===== src/rtl/classifier_sched_if.sv =====
// -----------------------------------------------------------------------------
// classifier_sched_if
//   Bundles the requester handshake, the classifier-engine handshake and the
//   tagged response of the classifier scheduler.
//
//   slave  modport : scheduler side (classifier_sched)
//   master modport : surrounding logic (feature pipelines + engine)
//
//   req       requester job requests, level, held until granted
//   gnt       one-hot grant pulse
//   sel       engine input-matrix mux select
//   busy      scheduler not idle
//   eng_start engine start pulse
//   eng_done  engine done pulse
//   eng_max   engine class index, valid with eng_done
//   rsp_valid response pulse
//   rsp_id    requester owning the response
//   rsp_class class index of the response
//   rsp_err   job aborted by the watchdog
// -----------------------------------------------------------------------------
interface classifier_sched_if #(
    parameter int NUM_REQ = 4,
    parameter int ID_W    = $clog2(NUM_REQ)
);
    logic [NUM_REQ-1:0] req;
    logic [NUM_REQ-1:0] gnt;
    logic [ID_W-1:0]    sel;
    logic               busy;
    logic               eng_start;
    logic               eng_done;
    logic [3:0]         eng_max;
    logic               rsp_valid;
    logic [ID_W-1:0]    rsp_id;
    logic [3:0]         rsp_class;
    logic               rsp_err;

    modport slave (
        input  req, eng_done, eng_max,
        output gnt, sel, busy, eng_start, rsp_valid, rsp_id, rsp_class, rsp_err
    );

    modport master (
        output req, eng_done, eng_max,
        input  gnt, sel, busy, eng_start, rsp_valid, rsp_id, rsp_class, rsp_err
    );
endinterface


===== src/rtl/classifier_sched.sv =====
// -----------------------------------------------------------------------------
// classifier_sched
//   Shares one classifier dot-product engine between NUM_REQ feature-map
//   producers. Requests are arbitrated round-robin; the winner drives the
//   engine input mux select, the engine is started, and its class index is
//   returned tagged with the requester ID.
//
//   Ports:
//     clk   clock
//     rst   synchronous active-high reset
//     bus   classifier_sched_if.slave (req/gnt, engine handshake, response)
//
//   Build option:
//     CLS_WDOG_EN  when defined, a WAIT watchdog of TIMEOUT cycles aborts a
//                  job that the engine never finishes (rsp_err=1, class 0).
//                  When undefined, WAIT leaves only on eng_done and rsp_err
//                  is constant 0.
//
//   All outputs come straight from registers; each *_d is the value the
//   output takes in the state being entered.
// -----------------------------------------------------------------------------
module classifier_sched #(
    parameter int NUM_REQ = 4,
    parameter int ID_W    = $clog2(NUM_REQ),
    parameter int TIMEOUT = 1024
) (
    input  logic              clk,
    input  logic              rst,
    classifier_sched_if.slave bus
);

    if (NUM_REQ < 2 || NUM_REQ > 8) begin : g_bad_num_req
        $error("classifier_sched: NUM_REQ must be in 2..8");
    end
    if (TIMEOUT < 2) begin : g_bad_timeout
        $error("classifier_sched: TIMEOUT must be at least 2");
    end

    typedef enum logic [2:0] {
        S_IDLE,
        S_GRANT,
        S_START,
        S_WAIT,
        S_RESP
    } state_t;

    state_t             state_q, state_d;
    logic [ID_W-1:0]    ptr_q, ptr_d;
    logic [ID_W-1:0]    sel_q, sel_d;
    logic [NUM_REQ-1:0] gnt_q, gnt_d;
    logic               busy_q, busy_d;
    logic               eng_start_q, eng_start_d;
    logic               rsp_valid_q, rsp_valid_d;
    logic [ID_W-1:0]    rsp_id_q, rsp_id_d;
    logic [3:0]         rsp_class_q, rsp_class_d;

`ifdef CLS_WDOG_EN
    localparam int TMR_W = $clog2(TIMEOUT);
    localparam logic [TMR_W-1:0] TMR_LAST = TMR_W'(TIMEOUT - 1);

    logic [TMR_W-1:0] timer_q, timer_d;
    logic             rsp_err_q, rsp_err_d;
`endif

    // -------------------------------------------------------------------------
    // Round-robin winner: rotate req so that bit 0 is requester ptr, take the
    // lowest set bit, then rotate the index back.
    // -------------------------------------------------------------------------
    logic [2*NUM_REQ-1:0] req_dbl;
    logic [NUM_REQ-1:0]   req_rot;
    logic [ID_W-1:0]      rot_idx;
    logic                 req_any;
    logic [ID_W:0]        win_sum;
    logic [ID_W-1:0]      winner;

    assign req_dbl = {bus.req, bus.req};
    assign req_rot = req_dbl[{1'b0, ptr_q} +: NUM_REQ];

    always_comb begin
        rot_idx = '0;
        req_any = 1'b0;
        // Descending scan so the lowest set bit is the last one written.
        for (int i = NUM_REQ - 1; i >= 0; i--) begin
            if (req_rot[i]) begin
                rot_idx = ID_W'(i);
                req_any = 1'b1;
            end
        end
    end

    assign win_sum = {1'b0, ptr_q} + {1'b0, rot_idx};
    assign winner  = (win_sum >= (ID_W+1)'(NUM_REQ))
                   ? ID_W'(win_sum - (ID_W+1)'(NUM_REQ))
                   : win_sum[ID_W-1:0];

    // The grant pulse is loaded on the IDLE->GRANT edge so it is high exactly
    // while the FSM sits in GRANT.
    for (genvar gi = 0; gi < NUM_REQ; gi++) begin : g_gnt
        assign gnt_d[gi] = (state_q == S_IDLE) && req_any && (winner == ID_W'(gi));
    end

    // -------------------------------------------------------------------------
    // Next-state logic
    // -------------------------------------------------------------------------
    always_comb begin
        state_d     = state_q;
        ptr_d       = ptr_q;
        sel_d       = sel_q;
        rsp_id_d    = rsp_id_q;
        rsp_class_d = rsp_class_q;
`ifdef CLS_WDOG_EN
        timer_d     = timer_q;
        rsp_err_d   = rsp_err_q;
`endif

        unique case (state_q)
            S_IDLE: begin
                if (req_any) begin
                    state_d = S_GRANT;
                    sel_d   = winner;
                end
            end

            S_GRANT: begin
                state_d = S_START;
            end

            S_START: begin
                state_d = S_WAIT;
`ifdef CLS_WDOG_EN
                timer_d = '0;
`endif
            end

            S_WAIT: begin
                // A done arriving in the timeout cycle is honoured: it is
                // tested before the watchdog.
                if (bus.eng_done) begin
                    state_d     = S_RESP;
                    rsp_id_d    = sel_q;
                    rsp_class_d = bus.eng_max;
`ifdef CLS_WDOG_EN
                    rsp_err_d   = 1'b0;
                end else if (timer_q == TMR_LAST) begin
                    state_d     = S_RESP;
                    rsp_id_d    = sel_q;
                    rsp_class_d = 4'd0;
                    rsp_err_d   = 1'b1;
                end else if (timer_q != {TMR_W{1'b1}}) begin
                    timer_d     = timer_q + 1'b1;
`endif
                end
            end

            S_RESP: begin
                state_d = S_IDLE;
                ptr_d   = (sel_q == ID_W'(NUM_REQ - 1)) ? '0 : sel_q + 1'b1;
            end

            default: begin
                state_d = S_IDLE;
            end
        endcase

        busy_d      = (state_d != S_IDLE);
        eng_start_d = (state_d == S_START);
        rsp_valid_d = (state_d == S_RESP);
    end

    // -------------------------------------------------------------------------
    // State and output registers
    // -------------------------------------------------------------------------
    always_ff @(posedge clk) begin
        if (rst) begin
            state_q     <= S_IDLE;
            ptr_q       <= '0;
            sel_q       <= '0;
            gnt_q       <= '0;
            busy_q      <= 1'b0;
            eng_start_q <= 1'b0;
            rsp_valid_q <= 1'b0;
            rsp_id_q    <= '0;
            rsp_class_q <= 4'd0;
`ifdef CLS_WDOG_EN
            timer_q     <= '0;
            rsp_err_q   <= 1'b0;
`endif
        end else begin
            state_q     <= state_d;
            ptr_q       <= ptr_d;
            sel_q       <= sel_d;
            gnt_q       <= gnt_d;
            busy_q      <= busy_d;
            eng_start_q <= eng_start_d;
            rsp_valid_q <= rsp_valid_d;
            rsp_id_q    <= rsp_id_d;
            rsp_class_q <= rsp_class_d;
`ifdef CLS_WDOG_EN
            timer_q     <= timer_d;
            rsp_err_q   <= rsp_err_d;
`endif
        end
    end

    assign bus.gnt       = gnt_q;
    assign bus.sel       = sel_q;
    assign bus.busy      = busy_q;
    assign bus.eng_start = eng_start_q;
    assign bus.rsp_valid = rsp_valid_q;
    assign bus.rsp_id    = rsp_id_q;
    assign bus.rsp_class = rsp_class_q;
`ifdef CLS_WDOG_EN
    assign bus.rsp_err   = rsp_err_q;
`else
    assign bus.rsp_err   = 1'b0;
`endif

endmodule


===== src/flat_wrapper.sv =====
// flat-port wrapper written by rule: the top's interface ports become plain ports
module classifier_sched_flat 
#(
    parameter int NUM_REQ = 4,
    parameter int ID_W    = $clog2(NUM_REQ),
    parameter int TIMEOUT = 1024
)
  (clk, rst, bus_req, bus_eng_done, bus_eng_max, bus_gnt, bus_sel, bus_busy, bus_eng_start, bus_rsp_valid, bus_rsp_id, bus_rsp_class, bus_rsp_err);
  classifier_sched_if #(.NUM_REQ(NUM_REQ), .ID_W(ID_W)) bus_i ();
  input  logic clk;
  input  logic rst;
  input wire logic [$bits(bus_i.req)-1:0] bus_req;
  input wire logic [$bits(bus_i.eng_done)-1:0] bus_eng_done;
  input wire logic [$bits(bus_i.eng_max)-1:0] bus_eng_max;
  output wire logic [$bits(bus_i.gnt)-1:0] bus_gnt;
  output wire logic [$bits(bus_i.sel)-1:0] bus_sel;
  output wire logic [$bits(bus_i.busy)-1:0] bus_busy;
  output wire logic [$bits(bus_i.eng_start)-1:0] bus_eng_start;
  output wire logic [$bits(bus_i.rsp_valid)-1:0] bus_rsp_valid;
  output wire logic [$bits(bus_i.rsp_id)-1:0] bus_rsp_id;
  output wire logic [$bits(bus_i.rsp_class)-1:0] bus_rsp_class;
  output wire logic [$bits(bus_i.rsp_err)-1:0] bus_rsp_err;
  assign bus_i.req = bus_req;
  assign bus_i.eng_done = bus_eng_done;
  assign bus_i.eng_max = bus_eng_max;
  assign bus_gnt = bus_i.gnt;
  assign bus_sel = bus_i.sel;
  assign bus_busy = bus_i.busy;
  assign bus_eng_start = bus_i.eng_start;
  assign bus_rsp_valid = bus_i.rsp_valid;
  assign bus_rsp_id = bus_i.rsp_id;
  assign bus_rsp_class = bus_i.rsp_class;
  assign bus_rsp_err = bus_i.rsp_err;
  classifier_sched #(.NUM_REQ(NUM_REQ), .ID_W(ID_W), .TIMEOUT(TIMEOUT)) u_core (.clk(clk), .rst(rst), .bus(bus_i));
endmodule

===== config.mk =====
export PLATFORM = sky130hd
export DESIGN_NAME = classifier_sched_flat
export DESIGN_NICKNAME = d
export VERILOG_FILES = /design/src/rtl/classifier_sched_if.sv /design/src/rtl/classifier_sched.sv /design/src/flat_wrapper.sv
export SDC_FILE = /design/constraint.sdc
export NUM_CORES = 1
export LEC_CHECK = 0
export CAP_MARGIN = 40
export CORE_ASPECT_RATIO = 1.2
export CORE_MARGIN = 5
export CORE_UTILIZATION = 30
export DETAILED_ROUTE_END_ITERATION = 10
export SYNTH_ARGS = -nofsm -noshare
export SYNTH_HDL_FRONTEND = slang
export SYNTH_SLANG_ARGS = --single-unit

===== constraint.sdc =====
create_clock -name clk -period 4.1 [get_ports clk]
set_input_delay 0.41 -clock clk [delete_from_list [all_inputs] [get_ports clk]]
set_output_delay 0.41 -clock clk [all_outputs]
set_load 0.01 [all_outputs]

# Word level (Yosys, flattened, before mapping)

Index checks and enable logic that the tools add are counted.

Register bits after elaboration: 20
Latch bits: 0
RAM bits: 0
Bits in read-only memories: 0
Input port bits: 11
Output and inout bits: 16
Logic and storage cells: 47
Memories kept: 0

Add/sub/neg operators: 3
$mul: 0
Div/mod/pow operators: 0
$lt $le $gt $ge: 1
Equal/unequal tests: 10
Shift operators: 1
Mux-type cells: 13
Bitwise gates (word level): 0
Reduce and logical (&&, ||, !) cells: 10

Operators by type and width:

| cell                | number |
|---|---|
| $mux 2              | 6 |
| $pmux 3 s4          | 1 |
| $eq 3x2->1 const B  | 3 |
| $shiftx 8x3->4      | 1 |
| $eq 2x2->1 const B  | 3 |
| $eq 3x3->1 const B  | 2 |
| $mux 3              | 2 |
| $logic_and 1x1->1   | 5 |
| $mux 1              | 4 |
| $reduce_and 2->1    | 2 |
| $add 2x2->3         | 1 |
| $eq 3x1->1 const B  | 1 |
| $ge 3x3->1 const B  | 1 |
| $logic_not 3->1     | 1 |
| $reduce_bool 3->1   | 1 |
| $add 2x1->2 const B | 1 |
| $eq 2x1->1 const B  | 1 |
| $logic_not 2->1     | 1 |
| $sub 2x1->2 const B | 1 |

# Depth between registers and ports, before layout

Gate-level depths: netlist of the first run.

Word-level depth: 10
Depth in mapped cells: 8

# Worst setup path after synthesis of the first run

No wires, ideal clock.

Kind: input -> register
Start point: input port bus_req[0]
End point: register u_core.gnt_q[0] (netlist: u_core.bus.gnt[0])
Library setup time: 0.060 ns
Data arrival time: 1.788 ns
Required time: 4.040 ns
Path slack: 2.252 ns
Stages: 7
Path buffers: 1
Cell sequence: buf_6 -> or4_1 -> o211ai_1 -> ha_1 -> xnor2_1 -> xnor2_2 -> and3b_1

Word-level cells in the longest chain between the ends: 10

RTL lines:

| what                                      | RTL line                                       | RTL |
|---|---|---|
| start, declared                           | flat_wrapper.sv:12                             | `input wire logic [$bits(bus_i.req)-1:0] bus_req;` |
| $shiftx 8x3->4 *                          | classifier_sched.sv:77                         | `assign req_rot = req_dbl[{1'b0, ptr_q} +: NUM_REQ];` |
| $mux 2 (4 in a row)                       | classifier_sched.sv:84                         | `if (req_rot[i]) begin` |
| $add 2x2->3                               | classifier_sched.sv:91                         | `assign win_sum = {1'b0, ptr_q} + {1'b0, rot_idx};` |
| $ge 3x3->1 or $sub 2x1->2 (tied branches) | classifier_sched.sv:92, classifier_sched.sv:93 |  |
| $mux 2                                    | classifier_sched.sv:93                         | `? ID_W'(win_sum - (ID_W+1)'(NUM_REQ))` |
| $logic_not 2->1                           | classifier_sched.sv:99                         | `assign gnt_d[gi] = (state_q == S_IDLE) && req_any && (winner == ID_W'(gi));` |
| $logic_and 1x1->1 *                       | classifier_sched.sv:99                         |  |
| end signal, assigned                      | classifier_sched.sv:192                        | `gnt_q <= gnt_d;` |
| end, declared                             | classifier_sched.sv:50                         | `logic [NUM_REQ-1:0] gnt_q, gnt_d;` |

Mark *: on every way between the ends. The rest lies on a longest branch, timed or not.
A chain may end at the register's enable or synchronous reset.

# Worst setup path after layout of the first run

Start point: input port bus_req[1]
End point: register u_core.gnt_q[0] (netlist: u_core.bus.gnt[0])

Same word-level chain as after synthesis.

==> flow_metrics.tcl, run 1 <==
set metrics [dict create \
    period_share 0.543 \
    tns_ns 0 \
    synth_edf_count 0 \
    cts_buffers 3 \
    grt_pass1_wl_um 3280 \
    required_ns 4.34 \
    vias 790 \
    final_cells 163 \
    layout.nets 141 \
    syn_to_final_growth_pct 29.6 \
    firstDrtPassIters 2 \
    vdd_ir_drop_max_v 0.000139 \
    initial_core_util 0.307 \
    seq_area_frac_synth 0.431 \
    worst_pin_slew_ns 0.666 \
    cts_resized 0 \
    timing.setup.critical_path_class "in2reg" \
    nFillCells 317 \
    finalClockSkew_ns 0.00753 \
    drt_iter0_markers 37 \
    async_flop_share 0 \
    drv_cap 0 \
    track_usage 0.0982 \
    final_util 0.398 \
    status "complete, no violations" \
    die_area_um2 4310 \
    grt_pass1_vias 722 \
    yosysWarnings 0 \
    die_x_um 60.8 \
    slew_headroom 0.554 \
    cp.arrival_ns 2.47 \
    crit_path_max_fanout 7 \
    ys_types 36 \
    slowest_delay_ns 0.61 \
    numPlacedInstances 159 \
    ys_ff_latch 20 \
    crit_slowest_cell "clkdlybuf4s50_1" \
    post-cts-setup-buffer-count 0 \
    place_ws_ns 1.54 \
    place_congestion 0.715 \
    yosys_most_used_dff "dfxtp_1" \
    avgSynthCellArea_um2 8.76 \
    multiInputGateArea_um2 460 \
    seq_area_um2 400 \
    row_count 22 \
    dpl.hpwl_um 1460 \
    clk_pin_slew_ns 0.10 \
    stdcell_area_um2 1200 \
    grt_max_degree 18 \
    synth.largest_area_cell "dfxtp_1" \
    power.static_leakage_nw 0.436 \
    timing.final.ws_setup_ns 1.87 \
    wl_um 2000 \
    drc 0 \
    finalHoldViolations 0 \
    final_layout_size_suffix_gt1_frac 0.0945 \
    cts_sinks 20 \
    synthesis.area_um2 928 \
    antenna_found_initial 0 \
    clk_root_buffer_cell "clkbuf_4" \
    hp-class "reg2reg" \
    core_area_um2 3030 \
    cts_tree "done" \
    cts.path.max_buffers 2 \
    finalSetupViolCount 0 \
    synth_top_area_frac 0.431 \
    wl_per_cell_um 12.3 \
    netlist_top_cells_count "20 x dfxtp_1, 17 x nand2_1, 13 x nor2_1" \
    finalPower_mw 0.394 \
    ys_top_cells_by_area "dfxtp_1 43%, nand2_1 6.9%, a21oi_1 5.9%, nor2_1 5.3%, ha_1 2.7%" \
    ant_nets 0 \
    port_buffers 25 \
    postCtsHoldBufs 0 \
    worst_skew_pair.late_latency_ns 0.30 \
    worst_hold_slack_ns 0.463 \
    htree_levels 1 \
    timing.fmax_mhz 449 \
    rsz0062_at_grt "no" \
    die_h_um 70.9 \
    critPathCaptureType "flip-flop" \
    gr-total-overflow 0 \
    crit_path_cell_trace "clkdlybuf4s50_1, and2b_1, a221oi_1, o211ai_1, ha_1, xnor2_1, xnor2_2, and3b_1" \
    min_period_ns 2.23 \
    drv_slew 0 \
    viasPerCell 4.85 \
    ios 27 \
    p_per_area_nw_per_um2 328 \
    synth_most_common_cell "dfxtp_1" \
    synthCells 106 \
    place_area_um2 1170 \
    synthesis.nets 119 \
    antenna_cells 0 \
    worstSetupStartpointType "input port" \
]
area by class of cell:
class / instances / share of cell area
Timing Repair Buffer: 25 / 0.208
Sequential cell: 20 / 0.333
Tap cell: 36 / 0.0374
Multi-Input combinational cell: 75 / 0.383
Inverter: 3 / 0.00936
Clock buffer: 4 / 0.0301
path summary, 6_finish.rpt:
kind,start,end,slack [ns],cells past startpoint
worst min-delay path,u_core.bus.rsp_id[0],u_core.bus.rsp_id[0],0.46,2
worst min register to register,u_core.bus.rsp_id[0],u_core.bus.rsp_id[0],0.46,2
worst max register to register,u_core.ptr_q[0],u_core.bus.gnt[0],2.10,7
worst max-delay path,bus_req[1],u_core.bus.gnt[0],1.87,8
worst max-delay path: cells and delay by family:
kind | cells | cell delay, ns
buf+inv | 1 | 0.61
simple gates | 2 | 0.42
xor+xnor | 2 | 0.41
compound gates | 2 | 0.39
fa+ha+maj | 1 | 0.22
metal layers:
metal / GRT usage / vias to the layer above / share of wire
li1: - / 409 / -
met1: 0.120 / 357 / 0.43
met2: 0.146 / 22 / 0.45
met3: 0.0493 / 2 / 0.11
met4: 0.0361 / 0 / 0.0065
met5: 0 / - / 0
registers in the layout, indices dropped and copies added (netlist names):
name	flops
u_core.bus.gnt	4
u_core.bus.rsp_valid	1
u_core.bus.rsp_id	2
u_core.bus.rsp_class	4
u_core.ptr_q	2
u_core.bus.eng_start	1
u_core.state_q	3
u_core.bus.sel	2
u_core.bus.busy	1
power breakdown:
group          internal, mW  leakage, nW  switching [mW]
logic                0.0362        0.252          0.0334
registers             0.204        0.163         0.00798
clock network        0.0541       0.0210          0.0589
kinds of logic (layout without fill, tap and decap cells):
kind of cell	Yosys count	in the layout	share of synthesized area
flops	20	20	0.431
fa+ha+maj	2	2	0.0269
compound gates	21	21	0.170
buf+inv	11	32	0.0728
xor+xnor	2	2	0.0270
other cells	1	1	0.00404
simple gates	49	49	0.268
cell usage in the layout, fill, tap and decap left out, drive strengths merged:
cell type      Yosys  routed
a211oi             2       2
a21oi             11      11
a221oi             1       1
a32oi              1       1
and2b              1       1
and3               1       1
and3b              1       1
clkbuf             3       4
clkdlybuf4s50      0      25
conb               1       1
dfxtp             20      20
ha                 2       2
inv                3       3
nand2             17      17
nand2b             3       3
nand3              2       2
nor2              14      14
nor2b              2       2
nor3               2       2
nor4               4       4
o211ai             2       2
o21a               1       1
o311a              1       1
o32ai              2       2
or4                2       2
xnor2              2       2
(Power assumes the default switching activity.)
==> run 2, diff against run 1 <==
Clock period 4.1 ns to 1.95 ns, I/O delays scaled along.
==> run 2 against run 1 <==
  * Non-clock buffer count up 9
  * Highest routed layer unchanged
  * Worst hold slack lost 0.024 ns
  * Total power rose by 110%
  * Clock power grew 110%
  * Flip-flop and latch count unchanged
  * Worst setup slack worse by 1.8 ns
  * Global-route usage rose by 0.58 points
  * Via count up 2.5%
  * Register-to-register slack got worse by 2.0 ns
  * Utilization increased by 2.6 points
  * Die area unchanged
  * Critical path depth did not move
==> flow_metrics.tcl, run 2 (synthesis results as in run 1) <==
set metrics [dict create \
    status "complete, no violations" \
    finalHoldViolations 0 \
    vdd_ir_drop_max_v 0.000364 \
    drt_iter0_markers 52 \
    die_h_um 70.9 \
    vias 810 \
    cts_resized 0 \
    nFillCells 315 \
    grt_pass1_vias 781 \
    core_area_um2 3030 \
    layout.nets 150 \
    finalSetupViolCount 0 \
    antenna_found_initial 0 \
    min_period_ns 1.83 \
    tns_ns 0 \
    hp-class "in2reg" \
    grt_pass1_wl_um 3420 \
    place_congestion 0.753 \
    multiInputGateArea_um2 468 \
    timing.setup.critical_path_class "in2reg" \
    critPathCaptureType "flip-flop" \
    initial_core_util 0.307 \
    htree_levels 1 \
    cts_buffers 3 \
    wl_um 2010 \
    drv_slew 0 \
    firstDrtPassIters 4 \
    dpl.hpwl_um 1510 \
    power.static_leakage_nw 0.490 \
    seq_area_um2 402 \
    crit_top_cell "xnor2_2" \
    p_per_area_nw_per_um2 653 \
    slew_headroom 0.575 \
    clk_pin_slew_ns 0.10 \
    die_x_um 60.8 \
    gr-total-overflow 0 \
    crit_family "buffers and inverters" \
    ios 27 \
    slowest_delay_ns 0.53 \
    layout_commonest_cell "clkdlybuf4s50_1" \
    viasPerCell 4.71 \
    finalPower_mw 0.837 \
    worstSetupStartpointType "input port" \
    final_cell_mix "24 x clkdlybuf4s50_1, 19 x dfxtp_1, 17 x nand2_1" \
    drv_cap 0 \
    syn_to_final_growth_pct 38.1 \
    period_share 0.940 \
    die_area_um2 4310 \
    clk_root_buffer_cell "clkbuf_4" \
    grt_max_degree 15 \
    crit_path_max_fanout 5 \
    crit_slowest_cell "clkdlybuf4s50_1" \
    final_layout_size_suffix_gt1_frac 0.169 \
    postCtsHoldBufs 0 \
    rsz0062_at_grt "no" \
    worst_pin_slew_ns 0.632 \
    cts_tree "done" \
    cts.path.max_buffers 2 \
    cp.arrival_ns 2.08 \
    cts_sinks 20 \
    ant_nets 0 \
    drc 0 \
    timing.fmax_mhz 546 \
    worst_skew_pair.late_latency_ns 0.29 \
    crit_path_cell_trace "clkdlybuf4s50_1, nor2_1, a221oi_1, o211ai_1, ha_1, xnor2_2, xnor2_2, and3b_1" \
    row_count 22 \
    required_ns 2.19 \
    path_buf_inv 1 \
    antenna_cells 0 \
    track_usage 0.104 \
    port_buffers 25 \
    post-cts-setup-buffer-count 0 \
    finalClockSkew_ns 0.00241 \
    wl_per_cell_um 11.7 \
]
==> run 2: cell types whose count changed in the layout (fill, tap and decap cells not counted) <==
cell / delta
buf_4: +9
clkdlybuf4s50_1: -1
dfxtp_1: -1
dfxtp_2: +1
dlymetal6s2s_1: +1
xnor2_1: -1
xnor2_2: +1
==> run 2: stage by stage <==
step           area (um2)  instances   util  hold WS, ns  setup WS, ns
6_report             1280        172  0.424        0.439         0.117
3_5_place_dp         1230        168  0.408        0.450        -0.286
2_1_floorplan         928        106      -        0.331         0.150
5_1_grt              1280        172  0.424        0.400        0.0221
4_1_cts              1270        172  0.420        0.422        0.0388
3_3_place_gp         1230        168  0.408        0.443        -0.221
==> run 2: final cells by class <==
| class | instances | share of cell area |
|---|---|---|
| multi-input cells | 75 | 0.365 |
| flip-flops and latches | 20 | 0.313 |
| repair buffers | 34 | 0.250 |
| well taps | 36 | 0.0351 |
| clock buffers | 4 | 0.0283 |
| inverters | 3 | 0.00878 |
==> run 2: per-layer routing <==
metal | wire (um) | track usage | vias up
met4 | 14 | 0.0578 | 0
met2 | 968 | 0.161 | 20
li1 | - | - | 423
met3 | 178 | 0.0365 | 2
met5 | 0 | 0 | -
met1 | 842 | 0.122 | 365
==> run 2: final timing paths <==
path / from / endpoint / cells past startpoint / slack (ns)
max reg2reg: u_core.ptr_q[0] / u_core.bus.gnt[0] / 7 / 0.13
min reg2reg: u_core.bus.rsp_class[0] / u_core.bus.rsp_class[0] / 2 / 0.46
max: bus_req[0] / u_core.bus.gnt[0] / 8 / 0.12
min: bus_eng_max[1] / u_core.bus.rsp_class[1] / 3 / 0.44
==> run 2: worst min-delay path, stage by stage <==
cell and delay, ns:
clkdlybuf4s50_1 0.39, nand2_1 0.05, a21oi_1 0.05
==> run 2: power by group <==
part / internal [mW] / switching (mW) / total, mW
sequential: 0.429 / 0.0156 / 0.444
combinational: 0.0861 / 0.0737 / 0.160
clock: 0.114 / 0.120 / 0.234
